File: src/rtl/link_pkg.sv
// Shared link-layer definitions for the keep-alive transmit/receive pair:
// sync header codes, the default keep-alive type byte and the state/class enums.
package link_pkg;

  localparam logic [1:0] SYNC_DATA       = 2'b01;
  localparam logic [1:0] SYNC_CTRL       = 2'b10;
  localparam logic [7:0] KA_TYPE_DEFAULT = 8'h1E;

  typedef enum logic [1:0] {
    DOWN,
    LOCKING,
    UP
  } link_state_t;

  typedef enum logic [1:0] {
    DATA,
    KA,
    CTRL_OTHER,
    BAD
  } word_class_t;

endpackage

File: src/rtl/keep_alive_in_if.sv
// Word stream around the keep-alive receiver: aligned rx words in, payload words out.
interface keep_alive_in_if #(
  parameter int W = 128
);

  logic [0:W-1] idata;
  logic [0:5]   iheader;
  logic         ivalid;
  logic [0:W-1] odata;
  logic         ovalid;

  modport master (
    output idata, iheader, ivalid,
    input  odata, ovalid
  );

  modport slave (
    input  idata, iheader, ivalid,
    output odata, ovalid
  );

endinterface

File: src/rtl/word_classify.sv
// Combinational decode of a word's sync bits and control type byte into a word class.
module word_classify
  import link_pkg::*;
#(
  parameter logic [7:0] KA_TYPE = KA_TYPE_DEFAULT
) (
  input  logic [0:1]  sync,
  input  logic [0:7]  type_byte,
  output word_class_t cls
);

  always_comb begin
    cls = BAD;
    if (sync == SYNC_DATA) begin
      cls = DATA;
    end else if (sync == SYNC_CTRL) begin
      cls = (type_byte == KA_TYPE) ? KA : CTRL_OTHER;
    end
  end

endmodule

File: src/rtl/keep_alive_in.sv
// Lane receive filter: strips keep-alives, forwards data while the link is up,
// and runs the DOWN/LOCKING/UP link state machine with watchdog and bad-burst drop.
module keep_alive_in
  import link_pkg::*;
#(
  parameter int         w          = 128,
  parameter int         LOCK_COUNT = 64,
  parameter int         TIMEOUT    = 1024,
  parameter int         BAD_LIMIT  = 16,
  parameter logic [7:0] KA_TYPE    = KA_TYPE_DEFAULT
) (
  input  logic                 clock,
  input  logic                 reset,
  keep_alive_in_if.slave       rx,
  output logic                 link_up,
  output logic                 ka_seen,
  output logic [15:0]          err_count
);

  localparam int LW = $clog2(LOCK_COUNT + 1);
  localparam int TW = $clog2(TIMEOUT + 1);
  localparam int BW = $clog2(BAD_LIMIT + 1);

  link_state_t   state_q, state_d;
  logic [LW-1:0] lock_cnt_q, lock_cnt_d;
  logic [TW-1:0] wd_cnt_q, wd_cnt_d;
  logic [BW-1:0] bad_cnt_q, bad_cnt_d;
  logic [15:0]   err_count_q, err_count_d;
  logic [0:w-1]  odata_q, odata_d;
  logic          ovalid_q, ovalid_d;
  logic          ka_seen_q, ka_seen_d;
  logic          wd_trip, bad_trip;
  word_class_t   cls;

  // Only the two sync bits of the gearbox header carry meaning here.
  logic unused_hdr;
  assign unused_hdr = ^rx.iheader[0:3];

  word_classify #(
    .KA_TYPE (KA_TYPE)
  ) u_classify (
    .sync      (rx.iheader[4:5]),
    .type_byte (rx.idata[0:7]),
    .cls       (cls)
  );

  always_ff @(posedge clock) begin
    if (reset) begin
      state_q     <= DOWN;
      lock_cnt_q  <= '0;
      wd_cnt_q    <= '0;
      bad_cnt_q   <= '0;
      err_count_q <= '0;
      odata_q     <= '0;
      ovalid_q    <= 1'b0;
      ka_seen_q   <= 1'b0;
    end else begin
      state_q     <= state_d;
      lock_cnt_q  <= lock_cnt_d;
      wd_cnt_q    <= wd_cnt_d;
      bad_cnt_q   <= bad_cnt_d;
      err_count_q <= err_count_d;
      odata_q     <= odata_d;
      ovalid_q    <= ovalid_d;
      ka_seen_q   <= ka_seen_d;
    end
  end

  always_comb begin
    state_d     = state_q;
    lock_cnt_d  = lock_cnt_q;
    wd_cnt_d    = wd_cnt_q;
    bad_cnt_d   = bad_cnt_q;
    err_count_d = err_count_q;
    odata_d     = odata_q;
    ovalid_d    = 1'b0;
    ka_seen_d   = 1'b0;
    wd_trip     = 1'b0;
    bad_trip    = 1'b0;

    // Pause cycles from the gearbox leave every piece of state untouched.
    if (rx.ivalid) begin
      odata_d   = rx.idata;
      ka_seen_d = (cls == KA);
      if ((cls == BAD || cls == CTRL_OTHER) && err_count_q != 16'hFFFF) begin
        err_count_d = err_count_q + 16'd1;
      end

      case (state_q)
        DOWN: begin
          if (cls == KA) begin
            if (lock_cnt_q == LW'(LOCK_COUNT - 1)) begin
              state_d    = LOCKING;
              lock_cnt_d = '0;
            end else begin
              lock_cnt_d = lock_cnt_q + LW'(1);
            end
          end else begin
            lock_cnt_d = '0;
          end
        end

        LOCKING: begin
          if (cls == KA || cls == DATA) begin
            state_d  = UP;
            ovalid_d = (cls == DATA);
          end else begin
            state_d    = DOWN;
            lock_cnt_d = '0;
          end
        end

        UP: begin
          // A keep-alive landing on the would-be timeout cycle rescues the link.
          wd_trip  = (cls != KA) && (wd_cnt_q == TW'(TIMEOUT - 1));
          bad_trip = (cls == BAD) && (bad_cnt_q == BW'(BAD_LIMIT - 1));
          if (wd_trip || bad_trip) begin
            state_d    = DOWN;
            lock_cnt_d = '0;
            wd_cnt_d   = '0;
            bad_cnt_d  = '0;
          end else begin
            wd_cnt_d = (cls == KA) ? '0 : wd_cnt_q + TW'(1);
            if (cls == BAD) begin
              bad_cnt_d = bad_cnt_q + BW'(1);
            end else if (cls != CTRL_OTHER) begin
              bad_cnt_d = '0;
            end
            ovalid_d = (cls == DATA);
          end
        end

        default: begin
          state_d    = DOWN;
          lock_cnt_d = '0;
          wd_cnt_d   = '0;
          bad_cnt_d  = '0;
        end
      endcase
    end
  end

  assign rx.odata  = odata_q;
  assign rx.ovalid = ovalid_q;
  assign link_up   = (state_q == UP);
  assign ka_seen   = ka_seen_q;
  assign err_count = err_count_q;

endmodule

File: src/flat_wrapper.sv
// flat-port wrapper written by rule: the top's interface ports become plain ports
module keep_alive_in_flat import link_pkg::*;
#(
  parameter int         w          = 128,
  parameter int         LOCK_COUNT = 64,
  parameter int         TIMEOUT    = 1024,
  parameter int         BAD_LIMIT  = 16,
  parameter logic [7:0] KA_TYPE    = KA_TYPE_DEFAULT
)
  (clock, reset, link_up, ka_seen, err_count, rx_idata, rx_iheader, rx_ivalid, rx_odata, rx_ovalid);
  keep_alive_in_if #(.W((128))) rx_i ();
  input  logic clock;
  input  logic reset;
  output logic link_up;
  output logic ka_seen;
  output logic [15:0] err_count;
  input wire logic [$bits(rx_i.idata)-1:0] rx_idata;
  input wire logic [$bits(rx_i.iheader)-1:0] rx_iheader;
  input wire logic [$bits(rx_i.ivalid)-1:0] rx_ivalid;
  output wire logic [$bits(rx_i.odata)-1:0] rx_odata;
  output wire logic [$bits(rx_i.ovalid)-1:0] rx_ovalid;
  assign rx_i.idata = rx_idata;
  assign rx_i.iheader = rx_iheader;
  assign rx_i.ivalid = rx_ivalid;
  assign rx_odata = rx_i.odata;
  assign rx_ovalid = rx_i.ovalid;
  keep_alive_in #(.w(w), .LOCK_COUNT(LOCK_COUNT), .TIMEOUT(TIMEOUT), .BAD_LIMIT(BAD_LIMIT), .KA_TYPE(KA_TYPE)) u_core (.clock(clock), .reset(reset), .rx(rx_i), .link_up(link_up), .ka_seen(ka_seen), .err_count(err_count));
endmodule
File: config.mk
export PLATFORM = sky130hd
export DESIGN_NAME = keep_alive_in_flat
export DESIGN_NICKNAME = d
export VERILOG_FILES = /design/src/rtl/link_pkg.sv /design/src/rtl/keep_alive_in_if.sv /design/src/rtl/word_classify.sv /design/src/rtl/keep_alive_in.sv /design/src/flat_wrapper.sv
export SDC_FILE = /design/constraint.sdc
export NUM_CORES = 1
export LEC_CHECK = 0
export ABC_CLOCK_PERIOD_IN_PS = 2450
export BUFFER_PORTS_ARGS = -buffer_cell sky130_fd_sc_hd__buf_2
export CAP_MARGIN = 20
export CORE_MARGIN = 5
export CORE_UTILIZATION = 40
export DETAILED_ROUTE_END_ITERATION = 8
export PLACE_DENSITY = 0.74
export SYNTH_ARGS = -nofsm -noshare
export SYNTH_HDL_FRONTEND = slang
export SYNTH_HIERARCHICAL = 1
export SYNTH_SLANG_ARGS = --single-unit
File: constraint.sdc
create_clock -name clock -period 2.45 [get_ports clock]
set_clock_uncertainty 0.1 [all_clocks]
set_input_delay 0.245 -clock clock [delete_from_list [all_inputs] [get_ports clock]]
set_output_delay 0.245 -clock clock [all_outputs]
set_load 0.005 [all_outputs]
==> flow_metrics.py, run 1 <==
metrics = {
    "logic_synthesis": {
        "yosysUniqueCellTypes": 58,
        "synthArstFlopShare": 0,
        "syn_nets": 851,
        "netlist_area_mm2": 0.006937,
        "synthesis.instances": 706,
        "ys_warn_count": 6,
        "synth.avg_cell_area_um2": 9.825,
        "synth-edff-count": 0,
        "ys.flop_type": "dfxtp_1",
        "synth.yosys.seq_area_share": 0.4935,
        "ys_ff_latch": 171,
    },
    "cells_and_area": {
        "mostFrequentLayoutCells": "buf_2 (277), dfxtp_1 (171), nor2_1 (153)",
        "fin_nets": 1247,
        "fill_cells": 1417,
        "final_util": 0.6073,
        "mostFrequentLayoutCell": "buf_2",
        "instances_no_fill": 1340,
        "fin_area_mm2": 0.01043,
        "drive_gt1_frac": 0.3130,
        "synthToLayoutAreaGrowth_pct": 50.38,
        "diodes": 0,
    },
    "timing": {
        "slew_headroom": 0.5359,
        "finalWorstSetupSlack_ns": 0.04467,
        "hold_viol": 0,
        "worst_pin_slew_ns": 0.6962,
        "fin_crit_sh": 0.9818,
        "min_period_ns": 2.405,
        "setup_violations": 0,
        "finalMaxSlewViolations": 0,
        "clock.fmax_ghz": 0.4157,
    },
    "clocking": {
        "h-tree-depth": 4,
        "cts_buffers": 17,
        "cts_buffer_depth": 2,
        "cts_tree": "yes",
        "cts_root_buf": "clkbuf_16",
        "clk_latency_ns": 0.43,
        "clkTransAtPathRegs_ns": 0.07,
        "cts.sinks": 171,
    },
    "global_route": {
        "antenna_found_initial": 0,
        "grt_usage": 0.2058,
        "grt-ovfl-total": 0,
        "grt_max_degree": 75,
        "grt_pass1_wl_um": 33750,
        "first_global_vias": 6805,
    },
    "critical_path": {
        "cp.arrival_ns": 2.63,
        "cp-end-kind": "flip-flop",
        "crit_path_max_fanout": 11,
        "worst_ep_required_time_ns": 2.68,
        "crit_type": "input pin to flip-flop",
        "reg2reg_setup_slack_ns": 0.37,
        "start_kind": "input pin",
    },
    "power": {
        "p_leak_nw": 4.995,
        "p_total_w": 0.006442,
        "powerDensity_mw_per_mm2": 617.6,
        "irDropWorstVdd_mv": 0.4826,
    },
    "floorplan": {
        "fp.dieW_um": 141.7,
        "rows": 48,
        "core_mm2": 0.01718,
        "ios": 284,
        "fp.dieH_um": 141.7,
        "dieArea_mm2": 0.02007,
        "initial_core_util": 0.4038,
    },
    "detailed_routing": {
        "drc": 0,
        "drtAntennaViolNets": 0,
        "num_vias": 6631,
        "wire_per_inst_um": 15.77,
        "via_per_inst": 4.949,
        "dr.pass1.iters": 5,
        "drt_iter0_drc": 280,
        "wl_um": 21140,
    },
    "placement": {
        "place_ws_ns": 0.2091,
        "port_buffers": 279,
        "place_area_mm2": 0.008534,
        "dp_hpwl_um": 12970,
        "place_inst": 1178,
        "gp_congestion": 0.8214,
    },
    "run": {
        "maxCapViolCount": 0,
    },
    "outcome": {
        "status": "completed",
    },
    "hold_path": {
        "hold_class": "input pin to flip-flop",
    },
}
==> power breakdown <==
group / internal [W] / switching, W / leakage (nW)
sequential: 0.00291 / 0.0000689 / 1.40
combinational: 0.000445 / 0.000361 / 3.32
clock: 0.00144 / 0.00122 / 0.269
==> per-layer routing <==
layer | global-route usage | part of all wire | up-vias | routed length [um]
met2 | 0.3510 | 0.49 | 272 | 10330
met5 | 0 | 0 | - | 0
met4 | 0.09293 | 0.034 | 0 | 720
met3 | 0.06775 | 0.080 | 55 | 1696
met1 | 0.2339 | 0.40 | 3063 | 8385
li1 | - | - | 3241 | -
==> worst paths after layout <==
check	end	cells past startpoint	startpoint
setup reg to reg	u_core/wd_cnt_q[7]$_SDFFE_PP0P_	6	u_core/state_q[0]$_SDFFE_PP0P_
hold / removal	u_core/rx.odata[7]$_SDFFE_PP0P_	3	rx_idata[120]
hold reg to reg	u_core/lock_cnt_q[6]$_SDFFE_PP0P_	1	u_core/lock_cnt_q[6]$_SDFFE_PP0P_
setup / recovery	u_core/lock_cnt_q[5]$_SDFFE_PP0P_	8	rx_idata[127]
==> kinds of logic (layout without fill, tap and decap cells) <==
| kind of cell | after synthesis | in the layout | share of synthesized area |
|---|---|---|---|
| buf+inv | 56 | 465 | 0.03481 |
| fa+ha+maj | 8 | 8 | 0.01443 |
| compound gates | 59 | 59 | 0.06205 |
| simple gates | 263 | 263 | 0.1806 |
| flops | 171 | 171 | 0.4935 |
| xor+xnor | 10 | 10 | 0.01263 |
| mux | 139 | 139 | 0.2020 |
==> metrics by stage <==
stage	setup TNS, ns	hold slack, ns
finish	0	0.01750
global route	-0.01288	0.001147
global placement	0	0.3536
floorplan	0	0.2922
detailed placement	0	0.3538
CTS	0	0.0005012
==> state kept, by name, indices dropped and copies added (netlist names) <==
name               flops
u_core/lock_cnt_q      7
u_core/state_q         2
u_core/rx.ovalid       1
u_core/rx.odata      128
u_core/ka_seen         1
u_core/wd_cnt_q       11
u_core/err_count      16
u_core/bad_cnt_q       5
==> final cells by class <==
cell class	instances	area, um2	share of cell area
Sequential cell	171	3423	0.3282
Multi-Input combinational cell	479	3298	0.3162
Timing Repair Buffer	419	2794	0.2678
Clock buffer	18	429.2	0.04114
Tap cell	225	281.5	0.02699
Clock inverter	14	152.6	0.01463
Inverter	14	52.55	0.005038
==> cells in the mapped netlist (7+ instances only) <==
cell	instances	area share
ha_1	8	0.014
dfxtp_1	171	0.49
mux2i_1	131	0.19
nor2b_1	15	0.014
xnor2_1	7	0.0088
a21oi_1	15	0.011
inv_1	14	0.0076
buf_2	16	0.012
nand3_1	14	0.010
nand4_1	8	0.0072
nor2_1	153	0.083
mux2_2	8	0.013
nand2_1	24	0.013
clkbuf_1	19	0.010
==> critical path: stages <==
cell,delay [ns]
dlygate4sd3_1,0.55
buf_2,0.15
nor4b_4,0.32
a41oi_1,0.18
buf_4,0.21
nand3b_1,0.31
or4_1,0.53
o32ai_1,0.13
==> what timing repair did <==
item,CTS,global route
hold endpoints to repair,125,0
endpoints found under the setup margin,0,12
gates resized for setup,0,6
buffers inserted,0,5
hold buffers,125,0
Note: power is estimated with default switching activity, not from simulation.
==> run 2: changes to the inputs <==
--- a/config.mk
+++ b/config.mk
@@ -12,6 +12,7 @@
 export CORE_UTILIZATION = 40
 export DETAILED_ROUTE_END_ITERATION = 8
 export PLACE_DENSITY = 0.74
+export REMOVE_ABC_BUFFERS = 1
 export SYNTH_ARGS = -nofsm -noshare
 export SYNTH_HDL_FRONTEND = slang
 export SYNTH_HIERARCHICAL = 1
==> flow_metrics.py, run 2 (synthesis gave the netlist of run 1 again) <==
metrics = {
    "power": {
        "p_total_w": 0.006488,
        "powerDensity_mw_per_mm2": 623.8,
        "p_leak_nw": 4.987,
        "power_frac_comb": 0.124,
        "clkPwrFrac": 0.417,
        "irDropWorstVdd_mv": 0.4538,
        "power.switching_w": 0.001676,
        "p_int_w": 0.004812,
        "swShare": 0.2583,
        "p_seq_frac": 0.459,
    },
    "clocking": {
        "h-tree-depth": 4,
        "cts_tree": "yes",
        "cts_buffers": 17,
        "clk_latency_ns": 0.41,
        "cts.sinks": 171,
        "cts_buffer_depth": 2,
        "cts_root_buf": "clkbuf_16",
        "clkTransAtPathRegs_ns": 0.07,
    },
    "timing": {
        "min_period_ns": 2.342,
        "whs_ns": 0.03513,
        "finalMaxSlewViolations": 0,
        "worst_pin_slew_ns": 0.8903,
        "clock.fmax_ghz": 0.4271,
        "hold_viol": 0,
        "finalWorstSetupSlack_ns": 0.1084,
        "slew_headroom": 0.4065,
        "setup_violations": 0,
        "rsz0062_at_grt": "false",
        "fin_crit_sh": 0.9557,
    },
    "detailed_routing": {
        "via_per_inst": 4.969,
        "num_vias": 6628,
        "wl_um": 21190,
        "dr.pass1.iters": 5,
        "wire_per_inst_um": 15.89,
        "drtAntennaViolNets": 0,
        "drc": 0,
        "drt_iter0_drc": 378,
    },
    "floorplan": {
        "core_mm2": 0.01718,
        "dieArea_mm2": 0.02007,
        "fp.dieW_um": 141.7,
        "ios": 284,
        "fp.dieH_um": 141.7,
        "initial_core_util": 0.4038,
        "rows": 48,
    },
    "critical_path": {
        "ff2ff_path_depth": 5,
        "worst_ep_required_time_ns": 2.69,
        "cpMaxStageDelayCell": "dlygate4sd3_1",
        "start_kind": "input pin",
        "cp.arrival_ns": 2.58,
        "cp-end-kind": "flip-flop",
        "slowest_delay_ns": 0.53,
        "crit_type": "input pin to flip-flop",
        "reg2reg_setup_slack_ns": 0.37,
        "crit_path_max_fanout": 11,
        "cp_cell_sequence": "dlygate4sd3_1 > buf_2 > nor2b_2 > a41oi_1 > buf_4 > and4_2 > nand3_2 > or4_1 > a21oi_1",
    },
    "outcome": {
        "status": "completed",
    },
    "global_route": {
        "grt_max_degree": 124,
        "grt_pass1_wl_um": 33840,
        "grt-ovfl-total": 0,
        "antenna_found_initial": 0,
        "grt_usage": 0.2060,
        "first_global_vias": 6824,
    },
    "cells_and_area": {
        "mostFrequentLayoutCell": "buf_2",
        "drive_gt1_frac": 0.3114,
        "fin_nets": 1240,
        "mostFrequentLayoutCells": "buf_2 (277), dfxtp_1 (171), nor2_1 (153)",
        "synthToLayoutAreaGrowth_pct": 49.93,
        "largest_reg_flops": 128,
        "instances_no_fill": 1334,
    },
    "hold_path": {
        "hold_class": "input pin to flip-flop",
        "whs_path_depth": 3,
    },
    "placement": {
        "place_inst": 1177,
        "port_buffers": 279,
        "place_ws_ns": 0.07518,
        "dp_hpwl_um": 13330,
        "gp_congestion": 0.7972,
    },
    "run": {
        "maxCapViolCount": 0,
    },
}
[run 2: changes by cell type in the layout (fill, tap and decap cells not counted), sizes merged]
cell	before	now
diode	0	1
inv	21	23
clkbuf	18	17
clkinv	1	4
buf	294	288
clkinvlp	5	1
dlygate4sd3	125	124
[run 2: worst max-delay path: cells and delay by family]
| family | cells | cell delay (ns) |
|---|---|---|
| buffers and inverters | 3 | 0.87 |
| and+or+nand+nor | 4 | 1.08 |
| AOI/OAI and AO/OA | 2 | 0.41 |
[run 2: per-stage QoR]
| stage | cell area [um2] | TNS (ns) | util |
|---|---|---|---|
| finish | 10400 | 0 | 0.6055 |
| global route | 10400 | 0 | 0.6053 |
| CTS | 10370 | 0 | 0.6035 |
| detailed placement | 8527 | 0 | 0.4964 |
| global placement | 8527 | 0 | 0.4964 |
| floorplan | 6748 | -0.09506 | - |
[run 2: path summary, 6_finish.rpt]
path,to,start
setup / recovery,u_core/err_count[11]$_SDFFE_PP0P_,rx_idata[124]
hold / removal,u_core/rx.odata[7]$_SDFFE_PP0P_,rx_idata[120]
setup reg to reg,u_core/state_q[0]$_SDFFE_PP0P_,u_core/wd_cnt_q[0]$_SDFFE_PP0P_
hold reg to reg,u_core/lock_cnt_q[6]$_SDFFE_PP0P_,u_core/lock_cnt_q[6]$_SDFFE_PP0P_
[run 2: cell type report]
type,count,area (um2)
multi-input combinational,479,3303
clock buffer,17,425.4
antenna,1,2.502
sequential,171,3423
clock inverter,15,172.7
inverter,14,52.55
fill,1385,6777
timing repair buffer,412,2739
tap,225,281.5
[run 2: routing by layer]
| layer | routed length [um] | share of wire | vias up | global-route usage |
|---|---|---|---|---|
| met5 | 0 | 0 | - | 0 |
| met1 | 8449 | 0.40 | 3078 | 0.2427 |
| met3 | 1504 | 0.071 | 59 | 0.06202 |
| li1 | - | - | 3231 | - |
| met4 | 697 | 0.033 | 0 | 0.08788 |
| met2 | 10540 | 0.50 | 260 | 0.3480 |
[run 2: power groups by stage]
stage / logic [W] / clock network (W) / registers, W
floorplan: 0.000220 / 0 / 0.00304
global placement: 0.000615 / 0 / 0.00303
detailed placement: 0.000628 / 0 / 0.00303
CTS: 0.000786 / 0.00278 / 0.00297
global route: 0.000871 / 0.00292 / 0.00299
finish: 0.000804 / 0.00271 / 0.00298
[run 2: repair_timing]
item | CTS | global route
hold endpoints to repair | 124 | 0
setup buffers | 0 | 0
gates resized for setup | 0 | 7
hold buffers | 124 | 0
endpoints found under the setup margin | 0 | 13
